File: src/rtl/uart_rx_param.sv
// Parametrised UART receiver. The line is oversampled, each bit is decided by a
// 2-of-3 vote around mid-bit, and words are handed off on a valid/ready port.
// The block also reports parity, frame, overrun and break conditions.
module uart_rx_param #(
  parameter int DATA_BITS   = 8,
  parameter int OVERSAMPLE  = 16,
  parameter int PARITY      = 0,
  parameter int STOP_BITS   = 1,
  parameter int SYNC_STAGES = 2
) (
  input  logic                 clk,
  input  logic                 rst_n,
  input  logic                 clk_en,
  input  logic                 rx,
  output logic [DATA_BITS-1:0] rx_data,
  output logic                 rx_valid,
  input  logic                 rx_ready,
  output logic                 parity_err,
  output logic                 frame_err,
  output logic                 overrun,
  output logic                 break_det,
  output logic                 busy
);

  localparam int TW = $clog2(OVERSAMPLE);
  localparam int BW = $clog2(DATA_BITS + 1);
  localparam int M  = OVERSAMPLE / 2;

  localparam logic [TW-1:0] T_S0   = TW'(M - 1);
  localparam logic [TW-1:0] T_S1   = TW'(M);
  localparam logic [TW-1:0] T_DEC  = TW'(M + 1);
  localparam logic [TW-1:0] T_LAST = TW'(OVERSAMPLE - 1);
  localparam logic [BW-1:0] B_DLAST = BW'(DATA_BITS - 1);
  localparam logic [BW-1:0] B_SLAST = BW'(STOP_BITS - 1);

  typedef enum logic [2:0] {S_ARM, S_IDLE, S_START, S_DATA, S_PAR, S_STOP} state_t;

  state_t                 r_state;
  logic [SYNC_STAGES-1:0] r_sync;
  logic [SYNC_STAGES-1:0] r_flush;
  logic [TW-1:0]          r_tick;
  logic [BW-1:0]          r_bit;
  logic                   r_s0, r_s1;
  logic [DATA_BITS-1:0]   r_shift;
  logic                   r_par;
  logic                   r_stop1;
  logic                   r_ferr;
  logic                   r_done;
  logic                   r_brk;
  logic                   r_busy;

  logic [DATA_BITS-1:0]   r_data;
  logic                   r_valid, r_perr_q, r_ferr_q, r_ovr, r_brk_q;

  logic w_rxs, w_flushed, w_maj, w_perr, w_ferr_fin, w_stop1_now, w_brk_now;

  assign w_rxs     = r_sync[SYNC_STAGES-1];
  // The synchroniser resets to 1, so it only reflects the pin once refilled;
  // ARM waits for that so a line held low through reset never looks idle.
  assign w_flushed = r_flush[SYNC_STAGES-1];
  assign w_maj     = (r_s0 & r_s1) | (r_s0 & w_rxs) | (r_s1 & w_rxs);

  assign w_ferr_fin  = (r_bit == '0) ? ~w_maj : (r_ferr | ~w_maj);
  assign w_stop1_now = (r_bit == '0) ? w_maj : r_stop1;
  assign w_brk_now   = (r_shift == '0) && ((PARITY == 0) || !r_par) && !w_stop1_now;

  // Parity check over the completed word, read in the cycle after completion
  always_comb begin
    w_perr = 1'b0;
    if (PARITY == 1)      w_perr = ~(^r_shift ^ r_par);
    else if (PARITY == 2) w_perr = ^r_shift ^ r_par;
  end

  // Input synchroniser and its refill tracker, every clk
  always_ff @(posedge clk or negedge rst_n) begin
    if (!rst_n) begin
      r_sync  <= '1;
      r_flush <= '0;
    end else begin
      r_sync  <= {r_sync[SYNC_STAGES-2:0], rx};
      r_flush <= {r_flush[SYNC_STAGES-2:0], 1'b1};
    end
  end

  // Receive FSM; advances only on oversample ticks
  always_ff @(posedge clk or negedge rst_n) begin
    if (!rst_n) begin
      r_state <= S_ARM;
      r_tick  <= '0;
      r_bit   <= '0;
      r_s0    <= 1'b0;
      r_s1    <= 1'b0;
      r_shift <= '0;
      r_par   <= 1'b0;
      r_stop1 <= 1'b0;
      r_ferr  <= 1'b0;
      r_done  <= 1'b0;
      r_brk   <= 1'b0;
      r_busy  <= 1'b0;
    end else begin
      r_done <= 1'b0;
      r_brk  <= 1'b0;
      if (clk_en) begin
        case (r_state)
          S_ARM: begin
            if (w_flushed && w_rxs) begin
              r_state <= S_IDLE;
              r_busy  <= 1'b0;
            end else begin
              r_busy  <= 1'b1;
            end
          end
          S_IDLE: begin
            // this tick is t=0 of the start bit
            if (!w_rxs) begin
              r_state <= S_START;
              r_tick  <= TW'(1);
              r_busy  <= 1'b1;
            end
          end
          default: begin
            if (r_tick == T_S0) r_s0 <= w_rxs;
            if (r_tick == T_S1) r_s1 <= w_rxs;
            r_tick <= (r_tick == T_LAST) ? '0 : r_tick + 1'b1;
            case (r_state)
              S_START: begin
                if (r_tick == T_DEC && w_maj) begin
                  r_state <= S_IDLE;
                  r_busy  <= 1'b0;
                end else if (r_tick == T_LAST) begin
                  r_state <= S_DATA;
                  r_bit   <= '0;
                end
              end
              S_DATA: begin
                if (r_tick == T_DEC) r_shift <= {w_maj, r_shift[DATA_BITS-1:1]};
                if (r_tick == T_LAST) begin
                  if (r_bit == B_DLAST) begin
                    r_bit   <= '0;
                    r_state <= (PARITY != 0) ? S_PAR : S_STOP;
                  end else begin
                    r_bit   <= r_bit + 1'b1;
                  end
                end
              end
              S_PAR: begin
                if (r_tick == T_DEC) r_par <= w_maj;
                if (r_tick == T_LAST) begin
                  r_state <= S_STOP;
                  r_bit   <= '0;
                end
              end
              S_STOP: begin
                if (r_tick == T_DEC) begin
                  r_ferr <= w_ferr_fin;
                  if (r_bit == '0) r_stop1 <= w_maj;
                  // last stop decision completes the frame without waiting for bit end
                  if (r_bit == B_SLAST) begin
                    r_done  <= 1'b1;
                    r_brk   <= w_brk_now;
                    r_tick  <= '0;
                    r_bit   <= '0;
                    r_state <= w_brk_now ? S_ARM : S_IDLE;
                    r_busy  <= w_brk_now;
                  end
                end else if (r_tick == T_LAST) begin
                  r_bit <= r_bit + 1'b1;
                end
              end
              default: r_state <= S_ARM;
            endcase
          end
        endcase
      end
    end
  end

  // Completion and valid/ready handoff, every clk
  always_ff @(posedge clk or negedge rst_n) begin
    if (!rst_n) begin
      r_data   <= '0;
      r_valid  <= 1'b0;
      r_perr_q <= 1'b0;
      r_ferr_q <= 1'b0;
      r_ovr    <= 1'b0;
      r_brk_q  <= 1'b0;
    end else begin
      r_ovr   <= 1'b0;
      r_brk_q <= 1'b0;
      if (r_valid && rx_ready) begin
        r_valid  <= 1'b0;
        r_perr_q <= 1'b0;
        r_ferr_q <= 1'b0;
      end
      if (r_done) begin
        if (r_brk) begin
          r_brk_q <= 1'b1;
        end else if (!r_valid || rx_ready) begin
          r_data   <= r_shift;
          r_perr_q <= w_perr;
          r_ferr_q <= r_ferr;
          r_valid  <= 1'b1;
        end else begin
          r_ovr    <= 1'b1;
        end
      end
    end
  end

  assign rx_data    = r_data;
  assign rx_valid   = r_valid;
  assign parity_err = r_perr_q;
  assign frame_err  = r_ferr_q;
  assign overrun    = r_ovr;
  assign break_det  = r_brk_q;
  assign busy       = r_busy;

endmodule

File: config.mk
export PLATFORM = sky130hd
export DESIGN_NAME = uart_rx_param
export DESIGN_NICKNAME = d
export VERILOG_FILES = /design/src/rtl/uart_rx_param.sv
export SDC_FILE = /design/constraint.sdc
export NUM_CORES = 1
export LEC_CHECK = 0
export CORE_MARGIN = 4
export CORE_UTILIZATION = 29
export CTS_CLUSTER_DIAMETER = 50
export CTS_CLUSTER_SIZE = 10
export DETAILED_ROUTE_END_ITERATION = 7
export HOLD_SLACK_MARGIN = 0.05
export REMOVE_ABC_BUFFERS = 1
export SLEW_MARGIN = 30
export SYNTH_ARGS = -nofsm -noshare
export SYNTH_HDL_FRONTEND = slang
export SYNTH_SLANG_ARGS = --single-unit
export TNS_END_PERCENT = 100
File: constraint.sdc
create_clock -name clk -period 2.7 [get_ports clk]
set_input_delay 0.54 -clock clk [delete_from_list [all_inputs] [get_ports clk]]
set_output_delay 0.54 -clock clk [all_outputs]
set_load 0.05 [all_outputs]
Yosys cells after proc, flatten, opt, wreduce, memory -nomap -nowiden:

Cells that the tools add are included.

* flip-flop bits (word level): 43
* bits of input ports: 5
* word-level logic and storage cells: 138

* $add $sub $neg: 2
* equality and inequality tests: 23
* mux-type cells: 62
* bitwise operators: 10
* reduce and logical (&&, ||, !) cells: 22

Operators by type and width (number)
* two-way mux 4 bit: 12
* two-way mux 1 bit: 35
* two-way mux 3 bit: 9
* != test 4 bit, second input constant: 4
* case mux 4 bit (4 select lines): 1
* == test 4 bit, second input constant: 3
* case mux 3 bit (4 select lines): 1
* AND reduction 3 bit: 4
* AND reduction 9 bit: 1
* adder 4 x 1 -> 4 bit, second input constant: 2
* == test 4 x 3 -> 1 bit, second input constant: 2
* logical NOT 8 bit: 1
* != test 2 bit, second input constant: 4
* != test 4 x 2 -> 1 bit, second input constant: 2
* case mux 4 bit (2 select lines): 1
* AND reduction 4 bit: 2
* nonzero test 4 bit: 2
* AND reduction 7 bit: 1
* == test 3 x 2 -> 1 bit, second input constant: 2
* == test 3 bit, second input constant: 2
* != test 3 bit, second input constant: 2
* case mux 3 bit (2 select lines): 1
* AND reduction 6 bit: 1
* != test 5 bit, second input constant: 1
* 11 further kinds: 23

Logic depth before layout (Yosys ltp):

Gate-level depths: netlist of run 1.

* depth in word-level cells: 11
* mapped depth: 7
* gate-level depth less buffers: 7

Worst setup path before layout of run 1:

Ideal clock, no wire load.

* path kind: register to register
* start point: reg r_bit[0]
* end point: reg r_state[0]
* arrival time: 1825 ps
* slack: 796 ps
* stages on the path, launching flop included: 8
* buffers on the path: 0
* clock period less this slack: 1904 ps
* cell sequence: dfrtp_1 inv_1 ha_1 or3b_4 a221oi_4 o311ai_2 a31oi_2 mux2i_1

* cells in the longest elaborated chain, start to end: 9
* elaborated cells between the ends (all ways): 13
* classes of those cells: 3 x eq/ne; 6 x mux; 4 x reduce/logical

RTL lines
* start, declared: line 42 `logic [BW-1:0] r_bit;`
* start signal, assigned: line 142 `r_bit <= r_bit + 1'b1;`
* start signal, assigned: line 167 `r_bit <= r_bit + 1'b1;`
* logical NOT 4 bit: line 64, 158
* two-way mux 1 bit
* logical NOT 1 bit: line 65 `assign w_brk_now = (r_shift == '0) && ((PARITY == 0) || !r_par) && !w_stop1_now;`
* logical AND 1 bit: line 65
* two-way mux 1 bit: line 163 `r_state <= w_brk_now ? S_ARM : S_IDLE;`
* two-way mux 3 bit: line 158 `if (r_bit == B_SLAST) begin`
* two-way mux 3 bit: line 154 `if (r_tick == T_DEC) begin`
* case mux 3 bit (4 select lines): line 125 `case (r_state)`
* case mux 3 bit (2 select lines): line 104 `case (r_state)`
* end signal, assigned: line 140 `r_state <= (PARITY != 0) ? S_PAR : S_STOP;`
* end signal, assigned: line 163
* end, declared: line 38 `state_t r_state;`

Several ways; a longest one is shown, not always the timed one. The select of a mux whose other input is x is not followed.
A chain may end at the register's enable or synchronous reset.

Worst setup path after layout of run 1:

* start point: reg r_bit[0]
* end point: reg r_bit[3]

* cells in the longest elaborated chain, start to end: 4
* elaborated cells between the ends (all ways): 10
* classes of those cells: 1 x add/sub; 2 x eq/ne; 5 x mux; 2 x reduce/logical

RTL lines (line)
* adder 4 x 1 -> 4 bit or == test 4 x 3 -> 1 bit (tied branches): 142, 167, 138
* two-way mux 4 bit, on equally long branches: 166, 138
* two-way mux 4 bit, on equally long branches: 154, 137
* case mux 4 bit (4 select lines): 125

Several ways; a longest one is shown, not always the timed one. The select of a mux whose other input is x is not followed.

==> impl_metrics.yaml, run 1 <==
outcome:
  outcome: "finished clean"
worst_setup_path:
  r2r_start: "r_bit[0]$_DFFE_PN0P_"
  path_delay_family: "simple AND/OR/NAND/NOR gates"
  worst-path-buf-inv: 1
  cp_num_cells: 7
  reg2reg_to: "r_bit[3]$_DFFE_PN0P_"
  reg2reg_depth: 7
  worstPathArrival_ns: 2.40
  critPathLaunch: "r_bit[0]$_DFFE_PN0P_"
  critPathLaunchType: "flip-flop"
  max_stage_delay_ns: 0.52
  cp-end-kind: "flip-flop"
  r2r_slack_ns: 0.51
  worstSetupPathType: "flip-flop to flip-flop"
  crit_required_ns: 2.92
  crit_fanout: 5
  cp_slowest_cell: "nor3b_1"
  crit_chain: "inv_1 > ha_1 > nor3b_1 > nand4_1 > a2111oi_0 > a21oi_1 > o21ai_0"
  setup.worst_path.end: "r_bit[3]$_DFFE_PN0P_"
detailed_routing:
  first_iter_violations: 119
  drc_errors: 0
  drt_first_pass_iters: 4
  wire_per_inst_um: 13.5
  antenna_left: 0
  routed_wl_mm: 4.06
  vias: 1466
  vias_per_cell: 4.87
min_path:
  hp-class: "input pin to asynchronous set/reset pin"
sta:
  hold_viol_final: 0
  min_period_ns: 2.19
  tightestPinTransition_ns: 0.600
  fmax_mhz: 458
  slew_viol_final: 0
  fin_crit_sh_pct: 80.9
  rsz0062_at_grt: "false"
  setup_ws_ns: 0.515
  fin_tns_setup_ns: 0
  final-setup-viol-count: 0
  clock-skew-final_ns: 0.00263
  relSlewSlack_pct: 59.9
floorplan:
  core_mm2: 0.00687
  std_cell_rows: 30
  io_pins: 19
  initial_core_util_pct: 30.1
  dieArea_mm2: 0.00855
  die_w_um: 92.5
  die_h_um: 92.5
global_route:
  grt_max_degree: 44
  grt_use_total_pct: 9.88
  antenna_found_initial: 0
  grt_pass1_wl_mm: 6.74
  grt_pass1_vias: 1382
  grt-ovfl-total: 0
yosys:
  synth_common_cells: "dfrtp_1 (41), mux2_2 (19), nand2_1 (14)"
  postSynthAreaPerCell_um2: 11.3
  yosys-top-cells-area: "dfrtp_1 (50%), mux2_2 (10%), ha_1 (3.0%), dfstp_2 (2.5%), nand2_1 (2.5%)"
  netlist_area_mm2: 0.00207
  ys_seq_area_share_pct: 52.1
  synth-edff-count: 0
  yosys_warnings: 0
  synth_top_area_share_pct: 49.6
  synthDistinctLibCells: 43
  synth_top_area_cell: "dfrtp_1"
  post-synth-top-count-cell: "dfrtp_1"
  ys_ff_latch: 43
  async_reset_ff_share_pct: 100
  ys.flop_type: "dfrtp_1"
  synthCells: 183
pwr:
  vdd_drop_max_mv: 0.366
  leakage_nw: 1.11
  p_comb_share_pct: 29.3
  p_sw_mw: 0.680
  p_per_area_mw_per_mm2: 751
  cellInternalPower_mw: 1.15
  seq_power_share_pct: 48.5
  p_clk_share_pct: 22.2
  swShare_pct: 37.1
place:
  dp_hpwl_mm: 2.85
  pre_cts_slack_ns: 0.559
  gp_congestion: 0.855
  port_buffers: 18
clock_network:
  cts_setup_buffers: 0
  numCtsBuffers: 5
  cts_resized: 0
  clk_path_buf_depth: 2
  clk_pin_slew_ns: 0.08
  insertion_delay_ns: 0.30
  cts_tree: "done"
  h-tree-depth: 2
  cts_hold_buffers: 0
  clock-root-buffer: "clkbuf_8"
  cts.sinks: 43
flow_run:
  cap_viol_max_count: 0
final_layout:
  n_fill_cell: 700
  areaGrowthSynthToFinish_pct: 18.0
  nets: 214
  antennaDiodeCount: 0
  drive_gt1_share_pct: 18.0
[through the flow]
step / hold slack, ns / instances / instance area (um2) / utilization [%] / power, mW
CTS: 0.237 / 301 / 2440 / 35.6 / 1.86
global placement: 0.332 / 293 / 2350 / 34.2 / 1.42
global route: 0.255 / 301 / 2440 / 35.6 / 1.98
detailed placement: 0.336 / 293 / 2350 / 34.3 / 1.43
floorplan: 0.244 / 178 / 2050 / - / 1.27
finish: 0.225 / 301 / 2440 / 35.6 / 1.83
[state kept, by name, indices dropped and copies added (netlist names), 2 cells and up]
name,cells
r_bit,4
r_flush,2
r_shift,8
r_state,3
r_sync,2
r_tick,4
rx_data,8
[worst min-delay path by stage]
stage,from,to,cells after the start
3_5_place_dp,r_flush[0]$_DFF_PN0_,r_flush[1]$_DFF_PN0_,0
5_1_grt,rst_n,rx_data[5]$_DFFE_PN0P_,1
2_1_floorplan,rst_n,break_det$_DFF_PN0_,0
6_report,rst_n,rx_data[5]$_DFFE_PN0P_,1
4_1_cts,rst_n,rx_data[5]$_DFFE_PN0P_,1
3_3_place_gp,r_flush[0]$_DFF_PN0_,r_flush[1]$_DFF_PN0_,0
[placed cells by master (no fill, tap or decap), types with 2 or more instances in the layout]
master,synthesis,layout
a21o_1,5,5
nor2_1,6,6
and3b_1,3,3
mux2_2,19,19
dfrtp_1,41,41
clkinvlp_4,0,2
and3_1,2,2
buf_4,0,2
mux2i_1,2,2
dfstp_2,2,2
a22oi_1,2,2
nand4b_1,3,3
clkdlybuf4s50_1,0,17
inv_1,10,10
a21oi_1,6,6
o31ai_1,3,3
nand2_1,14,14
nand2b_1,5,5
nand3_1,8,8
nor3b_1,2,2
nor4_1,3,3
nor2b_1,4,4
o21bai_1,3,3
clkbuf_8,0,5
nand3b_1,2,2
ha_1,5,5
o21ai_0,10,10
[final cells by class]
cell class	count	area [um2]	area share, %
Clock buffer	5	68.8	2.82
Clock inverter	3	20.0	0.820
Inverter	10	37.5	1.54
Multi-Input combinational cell	125	932	38.2
Sequential cell	43	1080	44.2
Tap cell	96	120	4.92
Timing Repair Buffer	19	185	7.58
[layer usage]
| layer | wire (um) | up-vias | track usage (%) | share of wire [%] |
|---|---|---|---|---|
| li1 | - | 699 | - | - |
| met1 | 1870 | 713 | 12.7 | 46 |
| met2 | 1840 | 45 | 14.8 | 45 |
| met3 | 264 | 9 | 3.82 | 6.5 |
| met4 | 79 | 0 | 4.21 | 1.9 |
| met5 | 0 | - | 0 | 0 |
[cells by family after synthesis]
kind of cell	share of synthesized area, %
adders and majority gates	3.51
DFF	52.1
buffers and inverters	2.84
muxes	11.3
and+or+nand+nor	16.9
AOI/OAI and AO/OA	13.2
other	0.181
[power groups by stage]
stage               combinational [mW]  clock [mW]  sequential [mW]
finish                           0.537       0.407            0.890
global route                     0.610       0.457            0.909
CTS                              0.542       0.431            0.885
detailed placement               0.537           0            0.897
global placement                 0.530           0            0.894
floorplan                        0.379           0            0.887
(Power assumes the default switching activity.)
==> inputs of run 2 (changes only) <==
==> constraint.sdc (replaced) <==
create_clock -name clk -period 2.16 [get_ports clk]
set_input_delay 0.432 -clock clk [delete_from_list [all_inputs] [get_ports clk]]
set_output_delay 0.432 -clock clk [all_outputs]
set_load 0.05 [all_outputs]
==> run 2 against run 1 <==
Utilization up 1.5 points. Design area up 4.1%. Combinational power up 37%. Cell count up 2.7%. Critical endpoint is now r_state[0]$_DFFE_PN0P_. Highest routed layer unchanged.
==> impl_metrics.yaml, run 2 (synthesized netlist as in run 1, its figures left out) <==
outcome:
  outcome: "finished clean"
final_layout:
  nets: 222
  drive_gt1_share_pct: 20.7
  areaGrowthSynthToFinish_pct: 22.9
  multi_input_area_um2: 932
  layout_commonest_cell: "dfrtp_1"
  seq_area_mm2: 0.00108
  n_fill_cell: 685
  final_cell_mix: "dfrtp_1 (41), mux2_2 (19), clkdlybuf4s50_1 (17)"
  antennaDiodeCount: 0
  finalNonFillerCells: 309
  postLayoutCellArea_mm2: 0.00254
clock_network:
  cts_setup_buffers: 0
  insertion_delay_ns: 0.30
  clk_pin_slew_ns: 0.08
  cts_tree: "done"
  clk_path_buf_depth: 2
  h-tree-depth: 2
  cts.sinks: 43
  cts_resized: 0
  clock-root-buffer: "clkbuf_8"
  numCtsBuffers: 5
  cts_hold_buffers: 0
detailed_routing:
  vias: 1463
  routed_wl_mm: 4.12
  wire_per_inst_um: 13.3
  antenna_left: 0
  drt_first_pass_iters: 4
  first_iter_violations: 101
  drc_errors: 0
  vias_per_cell: 4.73
sta:
  tightestPinTransition_ns: 0.551
  fin_crit_sh_pct: 96.1
  min_period_ns: 2.07
  fin_tns_setup_ns: 0
  hold_viol_final: 0
  slew_viol_final: 0
  rsz0062_at_grt: "false"
  relSlewSlack_pct: 63.3
  fmax_mhz: 482
  clock-skew-final_ns: 0.00795
  final-setup-viol-count: 0
worst_setup_path:
  worstSetupPathType: "flip-flop to flip-flop"
  r2r_start: "r_bit[0]$_DFFE_PN0P_"
  cp-end-kind: "flip-flop"
  critPathLaunch: "r_bit[0]$_DFFE_PN0P_"
  critPathLaunchType: "flip-flop"
  worstPathArrival_ns: 2.30
  crit_fanout: 5
  crit_required_ns: 2.38
place:
  dpl-instance-area_mm2: 0.00241
  gp_congestion: 0.866
  dp_cells: 301
  port_buffers: 18
  dp_hpwl_mm: 2.90
floorplan:
  std_cell_rows: 30
  io_pins: 19
  die_w_um: 92.5
  dieArea_mm2: 0.00855
  core_mm2: 0.00687
  die_h_um: 92.5
  initial_core_util_pct: 30.1
pwr:
  leakage_nw: 1.17
  p_per_area_mw_per_mm2: 1010
  vdd_drop_max_mv: 0.691
  power.total_mw: 2.56
global_route:
  grt_pass1_vias: 1376
  grt_pass1_wl_mm: 6.82
  grt_use_total_pct: 9.98
  antenna_found_initial: 0
  grt-ovfl-total: 0
  grt_max_degree: 44
min_path:
  hp-class: "input pin to asynchronous set/reset pin"
flow_run:
  cap_viol_max_count: 0
## run 2: changes by cell type in the layout (fill, tap and decap cells not counted)
cell	delta
bufinv_16	+2
buf_4	+7
clkinv_2	-1
buf_2	+1
clkinvlp_4	-2
clkbuf_1	+1
## run 2: worst paths after layout
kind | end | slack [ns] | cells after the start
max | r_state[0]$_DFFE_PN0P_ | 0.09 | 7
min | rx_data[5]$_DFFE_PN0P_ | 0.21 | 2
max reg2reg | r_state[0]$_DFFE_PN0P_ | 0.09 | 7
min reg2reg | r_sync[1]$_DFF_PN1_ | 0.36 | 0
max in group asynchronous | r_sync[0]$_DFF_PN1_ | 1.58 | 2
min in group clk | r_sync[1]$_DFF_PN1_ | 0.36 | 0
## run 2: final cells by class
cell class | instances | area share, %
multi-input combinational | 125 | 36.6
timing repair buffer | 27 | 9.54
tap | 96 | 4.72
inverter | 10 | 1.48
sequential | 43 | 42.4
clock inverter | 2 | 2.36
clock buffer | 6 | 2.85
## run 2: stage by stage
step                worst slack [ns]  hold slack, ns  util [%]
finish                        0.0852           0.207      37.0
global route                 0.00119           0.254      37.0
CTS                            0.109           0.230      37.0
detailed placement             0.135           0.339      35.1
global placement               0.166           0.332      35.1
floorplan                      0.256           0.136         -
## run 2: critical path: stages (launching register included)
cell and delay (ns):
dfrtp_1 0.42, inv_1 0.07, ha_1 0.16, or3b_4 0.41
a221oi_4 0.34, o311ai_2 0.21, a31oi_2 0.20, mux2i_1 0.19
## run 2: power by group
| group | internal, mW | leakage [nW] | switching [mW] | total (mW) |
|---|---|---|---|---|
| clock network | 0.462 | 0.0654 | 0.276 | 0.738 |
| registers | 0.928 | 0.557 | 0.163 | 1.09 |
| logic | 0.328 | 0.547 | 0.406 | 0.734 |
## run 2: routing by layer
metal / track usage, % / up-vias / wire length [um]
met1: 13.8 / 712 / 2050
met3: 2.76 / 6 / 199
met2: 15.0 / 32 / 1820
met5: 0 / - / 0
li1: - / 713 / -
met4: 3.34 / 0 / 53
